**config.mk**
```make
export PLATFORM = sky130hd
export DESIGN_NAME = reset_sequencer
export DESIGN_NICKNAME = d
export VERILOG_FILES = /design/src/rtl/reset_sequencer.sv
export SDC_FILE = /design/constraint.sdc
export NUM_CORES = 1
export LEC_CHECK = 0
export ABC_AREA = 1
export BUFFER_PORTS_ARGS = -buffer_cell sky130_fd_sc_hd__buf_2
export CELL_PAD_IN_SITES_DETAIL_PLACEMENT = 2
export CELL_PAD_IN_SITES_GLOBAL_PLACEMENT = 2
export CORE_ASPECT_RATIO = 0.6
export CORE_MARGIN = 4
export CORE_UTILIZATION = 23
export CTS_BUF_LIST = sky130_fd_sc_hd__clkbuf_8
export CTS_CLUSTER_DIAMETER = 30
export DETAILED_ROUTE_END_ITERATION = 16
export MAX_ROUTING_LAYER = met4
export PLACE_DENSITY = 0.82
export REMOVE_ABC_BUFFERS = 1
export SYNTH_ARGS = -nofsm -noshare
export SYNTH_HDL_FRONTEND = slang
export SYNTH_HIERARCHICAL = 1
export SYNTH_SLANG_ARGS = --single-unit
export TNS_END_PERCENT = 30
```
**constraint.sdc**
```tcl
create_clock -name rstseq_clock_i -period 1.6 [get_ports rstseq_clock_i]
set_input_delay 0.32 -clock rstseq_clock_i [delete_from_list [all_inputs] [get_ports rstseq_clock_i]]
set_output_delay 0.32 -clock rstseq_clock_i [all_outputs]
set_load 0.03 [all_outputs]
```
**src/rtl/reset_sequencer.sv**
```systemverilog
// Reset sequencer: synchronises hardware reset requests, stretches each reset event
// to a minimum hold time, and exposes a sticky CAUSE register and a software trigger over TL-UL.
module rstseq_sync_bit (
  input  logic clk,
  input  logic rst_n,
  input  logic d,
  output logic q
);
  logic [1:0] sync_pipe;

  always_ff @(posedge clk or negedge rst_n)
    if (!rst_n) sync_pipe <= '0;
    else        sync_pipe <= {sync_pipe[0], d};

  assign q = sync_pipe[1];
endmodule

module reset_sequencer #(
  parameter int NSRC  = 2,
  parameter int HOLD  = 16,
  parameter int TL_RS = 4,
  parameter int TL_SZ = 4
)(
  input  logic             rstseq_clock_i,
  input  logic             rstseq_reset_ni,
  input  logic [NSRC-1:0]  req_i,
  output logic             sys_reset_o,
  input  logic [2:0]       rstseq_a_opcode,
  input  logic [TL_SZ-1:0] rstseq_a_size,
  input  logic [TL_RS-1:0] rstseq_a_source,
  input  logic [3:0]       rstseq_a_address,
  input  logic [31:0]      rstseq_a_data,
  input  logic             rstseq_a_valid,
  output logic             rstseq_a_ready,
  output logic [2:0]       rstseq_d_opcode,
  output logic [TL_SZ-1:0] rstseq_d_size,
  output logic [TL_RS-1:0] rstseq_d_source,
  output logic             rstseq_d_denied,
  output logic [31:0]      rstseq_d_data,
  output logic             rstseq_d_valid,
  input  logic             rstseq_d_ready
);
  localparam int CW = $clog2(HOLD);
  localparam int CZ = NSRC + 2;
  localparam logic [CW-1:0] CNT_INIT = CW'(HOLD - 1);

  typedef enum logic [1:0] {ST_HOLD, ST_WAIT_CLR, ST_RUN} state_t;

  typedef struct packed {
    logic [2:0]       opcode;
    logic [TL_SZ-1:0] size;
    logic [TL_RS-1:0] source;
    logic             denied;
    logic [31:0]      data;
  } tl_rsp_t;

  logic [NSRC-1:0] sreq;

  for (genvar i = 0; i < NSRC; i++) begin : g_sync
    rstseq_sync_bit u_sync (
      .clk   (rstseq_clock_i),
      .rst_n (rstseq_reset_ni),
      .d     (req_i[i]),
      .q     (sreq[i])
    );
  end

  // TL-UL decode
  logic    d_valid;
  tl_rsp_t rsp_q, rsp_d;
  logic    a_fire, is_get, is_put, addr_cause, addr_trig, denied, sw_trig;
  logic [CZ-1:0] cause, cause_clr, cause_set;

  assign rstseq_a_ready = !d_valid || rstseq_d_ready;
  assign a_fire     = rstseq_a_valid && rstseq_a_ready;
  assign is_get     = rstseq_a_opcode == 3'd4;
  assign is_put     = (rstseq_a_opcode == 3'd0) || (rstseq_a_opcode == 3'd1);
  assign addr_cause = rstseq_a_address == 4'h0;
  assign addr_trig  = rstseq_a_address == 4'h4;
  assign denied     = !(is_get || is_put) || !(addr_cause || addr_trig);
  assign sw_trig    = a_fire && !denied && is_put && addr_trig && (rstseq_a_data[7:0] == 8'h5A);
  assign cause_clr  = (a_fire && !denied && is_put && addr_cause) ? rstseq_a_data[CZ-1:0] : '0;
  assign cause_set  = {sw_trig, sreq, 1'b0};

  always_comb begin
    rsp_d        = '0;
    rsp_d.opcode = is_get ? 3'd1 : 3'd0;
    rsp_d.size   = rstseq_a_size;
    rsp_d.source = rstseq_a_source;
    rsp_d.denied = denied;
    rsp_d.data   = (!denied && is_get && addr_cause) ? 32'(cause) : 32'd0;
  end

  always_ff @(posedge rstseq_clock_i or negedge rstseq_reset_ni) begin
    if (!rstseq_reset_ni) begin
      d_valid <= 1'b0;
      rsp_q   <= '0;
    end else if (a_fire) begin
      d_valid <= 1'b1;
      rsp_q   <= rsp_d;
    end else if (rstseq_d_ready) begin
      d_valid <= 1'b0;
    end
  end

  assign rstseq_d_valid  = d_valid;
  assign rstseq_d_opcode = rsp_q.opcode;
  assign rstseq_d_size   = rsp_q.size;
  assign rstseq_d_source = rsp_q.source;
  assign rstseq_d_denied = rsp_q.denied;
  assign rstseq_d_data   = rsp_q.data;

  // Sticky cause: a set in the same cycle as a W1C clear wins
  always_ff @(posedge rstseq_clock_i or negedge rstseq_reset_ni)
    if (!rstseq_reset_ni) cause <= CZ'(1);
    else                  cause <= (cause & ~cause_clr) | cause_set;

  // Sequencer FSM
  state_t        state, state_nxt;
  logic [CW-1:0] cnt;

  always_comb begin
    state_nxt = state;
    case (state)
      ST_HOLD:     if (cnt == '0) state_nxt = ST_WAIT_CLR;
      ST_WAIT_CLR: if (sreq == '0) state_nxt = ST_RUN;
      ST_RUN:      if (sreq != '0 || sw_trig) state_nxt = ST_HOLD;
      default:     state_nxt = ST_HOLD;
    endcase
  end

  always_ff @(posedge rstseq_clock_i or negedge rstseq_reset_ni) begin
    if (!rstseq_reset_ni) begin
      state       <= ST_HOLD;
      cnt         <= CNT_INIT;
      sys_reset_o <= 1'b1;
    end else begin
      case (state)
        ST_HOLD: if (cnt != '0) cnt <= cnt - 1'b1;
        ST_RUN:  if (state_nxt == ST_HOLD) cnt <= CNT_INIT;
        default: ;
      endcase
      state       <= state_nxt;
      sys_reset_o <= (state_nxt != ST_RUN);
    end
  end

  logic unused_a_data;
  assign unused_a_data = ^rstseq_a_data;
endmodule

```
==> qor.json <==
{
  "final_layout": {
    "finalNetCount": 295,
    "number_of_inserted_filler_cells_in_the_final_layout": 749,
    "mostFrequentLayoutCells": "nand2_1, buf_2, conb_1",
    "area_growth_syn_to_layout_pct": 22.8,
    "fin_area_um2": 1920,
    "stdcell_count": 326,
    "mostFrequentLayoutCell": "nand2_1",
    "drive_above_1_share_pct": 30.6,
    "antennaDiodeCount": 0
  },
  "sta": {
    "timing.setup.tns_ns": 0,
    "hold_ws_ns": 0.0692,
    "final-max-slew-violation-count": 0,
    "max_freq_ghz": 0.698,
    "timing.final.setup_violations": 0,
    "worst-slew-pin-transition_ns": 0.682,
    "clock_skew_ns": 0.00631,
    "postLayoutSetupSlackWorst_ns": 0.167,
    "timing_hold_violations_final": 0,
    "min_period_ns": 1.43,
    "max-slew-margin-rel_pct": 54.5,
    "grt_setup_unrepaired": "no",
    "timing.final.crit_share_pct": 89.6
  },
  "worst_setup_path": {
    "timing.critical_path.slowest_stage_cell": "dfstp_2",
    "critical_path.endpoint_type": "register",
    "critical_path.max_stage_delay_ns": 0.54,
    "path_class": "register to register",
    "critical_path.startpoint_type": "register",
    "path_max_fanout": 3,
    "crit_path_cell_trace": "inv_1 > ha_2 > nand3_2 > nand2_2 > nor4_4 > xor2_1 > nand2_1",
    "crit_arrival_ns": 1.64,
    "crit_required_ns": 1.80
  },
  "global_route": {
    "grt_start_max_net_pins": 31,
    "number_of_global_route_vias_before_repair": 1413,
    "grt_antenna_before_repair": 0,
    "global_route_wire_length_before_repair_um": 6960,
    "grt-ovfl-total": 0,
    "grt_util_all_layers_pct": 11.1
  },
  "worst_hold_path": {
    "hold_path_class": "input pin to asynchronous set/reset pin"
  },
  "yosys": {
    "cell_area_after_technology_mapping_um2": 1560,
    "synth_top_area_share_pct": 38.5,
    "async_flop_share_pct": 100,
    "synth_warnings": 6,
    "synth_area_leaders": "dfrtp_1, buf_4, nand2_1, dfstp_2, inv_1",
    "synth.distinct_cells": 25,
    "synth_enable_flop_cells": 0,
    "synth.ff_latch_count": 30,
    "post_synthesis_area_per_instance_um2": 8.40,
    "most_area_hungry_cell_type_in_the_yosys_netlist": "dfrtp_1",
    "sequential_fraction_of_the_synthesis_area_pct": 48.6,
    "synth_cells": 186,
    "synthFlopType": "dfrtp_1"
  },
  "floorplanning": {
    "core_area_um2": 6330,
    "boundaryPins": 100,
    "dieHeight_um": 71.8,
    "initial_core_util_pct": 24.7,
    "die_x_um": 114,
    "fp.dieArea_um2": 8210,
    "floorplan.rows": 22
  },
  "clock_network": {
    "cts_num_sinks": 30,
    "clock_latency_ns": 0.28,
    "cts-htree-levels": 2,
    "cts_made_buffers": 5,
    "tritoncts": "yes",
    "worst_case_clock_buffer_depth": 2,
    "path_clk_slew_ns": 0.07,
    "cts_root_buf": "clkbuf_8"
  },
  "route": {
    "post_drt_wl_per_cell_um": 13.5,
    "ant_nets": 0,
    "remaining_drc_errors": 0,
    "routed_wirelength_um": 4410,
    "drt-initial-drc-count": 23,
    "vias_per_cell": 3.97,
    "vias": 1293,
    "drt_pre_antenna_iters": 4
  },
  "placed_design": {
    "post_detail_place_hpwl_um": 3660,
    "pre_cts_setup_slack_ns": -0.0112,
    "numPortBuffers": 45,
    "dpl_cell_area_um2": 1790,
    "dp.cells": 316,
    "gp_routability_congestion": 0.758
  },
  "pwr": {
    "p_per_area_nw_per_um2": 1280,
    "ir_drop_v": 0.000520,
    "power_leakage_nw": 1.08
  },
  "run_status": {
    "run_status": "finished clean"
  },
  "job": {
    "drv.max_cap_violation_count": 0
  }
}
## logic make-up (layout without fill, tap and decap cells)
group	Yosys count	count (layout)	synth area share, %
simple gates	85	85	23.0
buf+inv	54	81	20.3
flops	30	30	48.6
compound gates	14	14	6.57
fa+ha+maj	1	1	0.801
other cells	1	30	0.240
xor+xnor	1	1	0.561
## report_power, final
group | leakage [nW] | switching, W | internal [W] | total (W)
clock | 0.0524 | 0.000294 | 0.000341 | 0.000634
sequential | 0.355 | 0.0000781 | 0.000913 | 0.000991
combinational | 0.671 | 0.000537 | 0.000287 | 0.000825
## sequential cells by signal, indices dropped and copies added (netlist names)
name,cells
rstseq_d_denied,1
rstseq_d_opcode,1
rstseq_d_valid,1
rstseq_d_source,4
cnt,4
g_sync.u_sync/sync_pipe,4
rstseq_d_size,4
sys_reset_o,1
cause,4
rstseq_d_data,4
state,2
## cells in the mapped netlist (2+ instances only)
| master | instances |
|---|---|
| nand2_1 | 50 |
| buf_4 | 30 |
| dfrtp_1 | 24 |
| inv_1 | 22 |
| nor2_1 | 16 |
| nand3_1 | 10 |
| dfstp_2 | 6 |
| o21ai_0 | 5 |
| o21bai_1 | 3 |
| a32o_1 | 2 |
| nand2_2 | 2 |
| nand4_1 | 2 |
| nor2_2 | 2 |
## per-layer routing
| layer | track usage [%] | vias up | part of all wire (%) |
|---|---|---|---|
| met1 | 14.2 | 623 | 47 |
| li1 | - | 627 | - |
| met2 | 17.4 | 41 | 46 |
| met3 | 3.71 | 2 | 6.8 |
| met5 | - | - | 0 |
| met4 | 1.58 | 0 | 0.27 |
## repair_timing
| item | in CTS | in global routing |
|---|---|---|
| hold buffers | 0 | 0 |
| resized for setup | 3 | 1 |
| setup endpoints to repair | 1 | 1 |
| buffers inserted | 1 | 1 |
| pin swaps | 1 | 2 |
## final timing paths
kind,start,endpoint,slack (ns),depth (start not counted)
worst max-delay path,cnt[0]$_DFFE_PN1P_,cnt[3]$_DFFE_PN1P_,0.17,7
worst min-delay path,rstseq_reset_ni,rstseq_d_size[1]$_DFFE_PN0P_,0.07,1
worst max register to register,cnt[0]$_DFFE_PN1P_,cnt[3]$_DFFE_PN1P_,0.17,7
worst min register to register,g_sync[1].u_sync/sync_pipe[0]$_DFF_PN0_,g_sync[1].u_sync/sync_pipe[1]$_DFF_PN0_,0.36,0
max in group asynchronous,rstseq_reset_ni,state[1]$_DFF_PN0_,1.08,1
min in group rstseq_clock_i,req_i[1],g_sync[1].u_sync/sync_pipe[0]$_DFF_PN0_,0.14,1
## area by class of cell
class | count | area (µm²) | share of cell area [%]
flip-flops and latches | 30 | 758 | 39.5
well taps | 84 | 105 | 5.48
clock inverters | 2 | 8.76 | 0.457
inverters | 23 | 86.3 | 4.50
clock buffers | 6 | 82.6 | 4.31
repair buffers | 50 | 263 | 13.7
multi-input cells | 131 | 614 | 32.0
## critical path, delay by kind of cell (launching register included)
kind | cells | cell delay (ns)
flops | 1 | 0.54
buf+inv | 1 | 0.04
fa+ha+maj | 1 | 0.20
simple gates | 4 | 0.41
xor+xnor | 1 | 0.17
## metrics by stage
step | util (%) | power [W]
after global placement | 28.3 | 0.00170
final | 30.3 | 0.00245
after detailed placement | 28.3 | 0.00174
after CTS | 30.1 | 0.00246
after floorplan | - | 0.00150
after global routing | 30.3 | 0.00264
No activity file was read; power rests on OpenSTA's default activity.
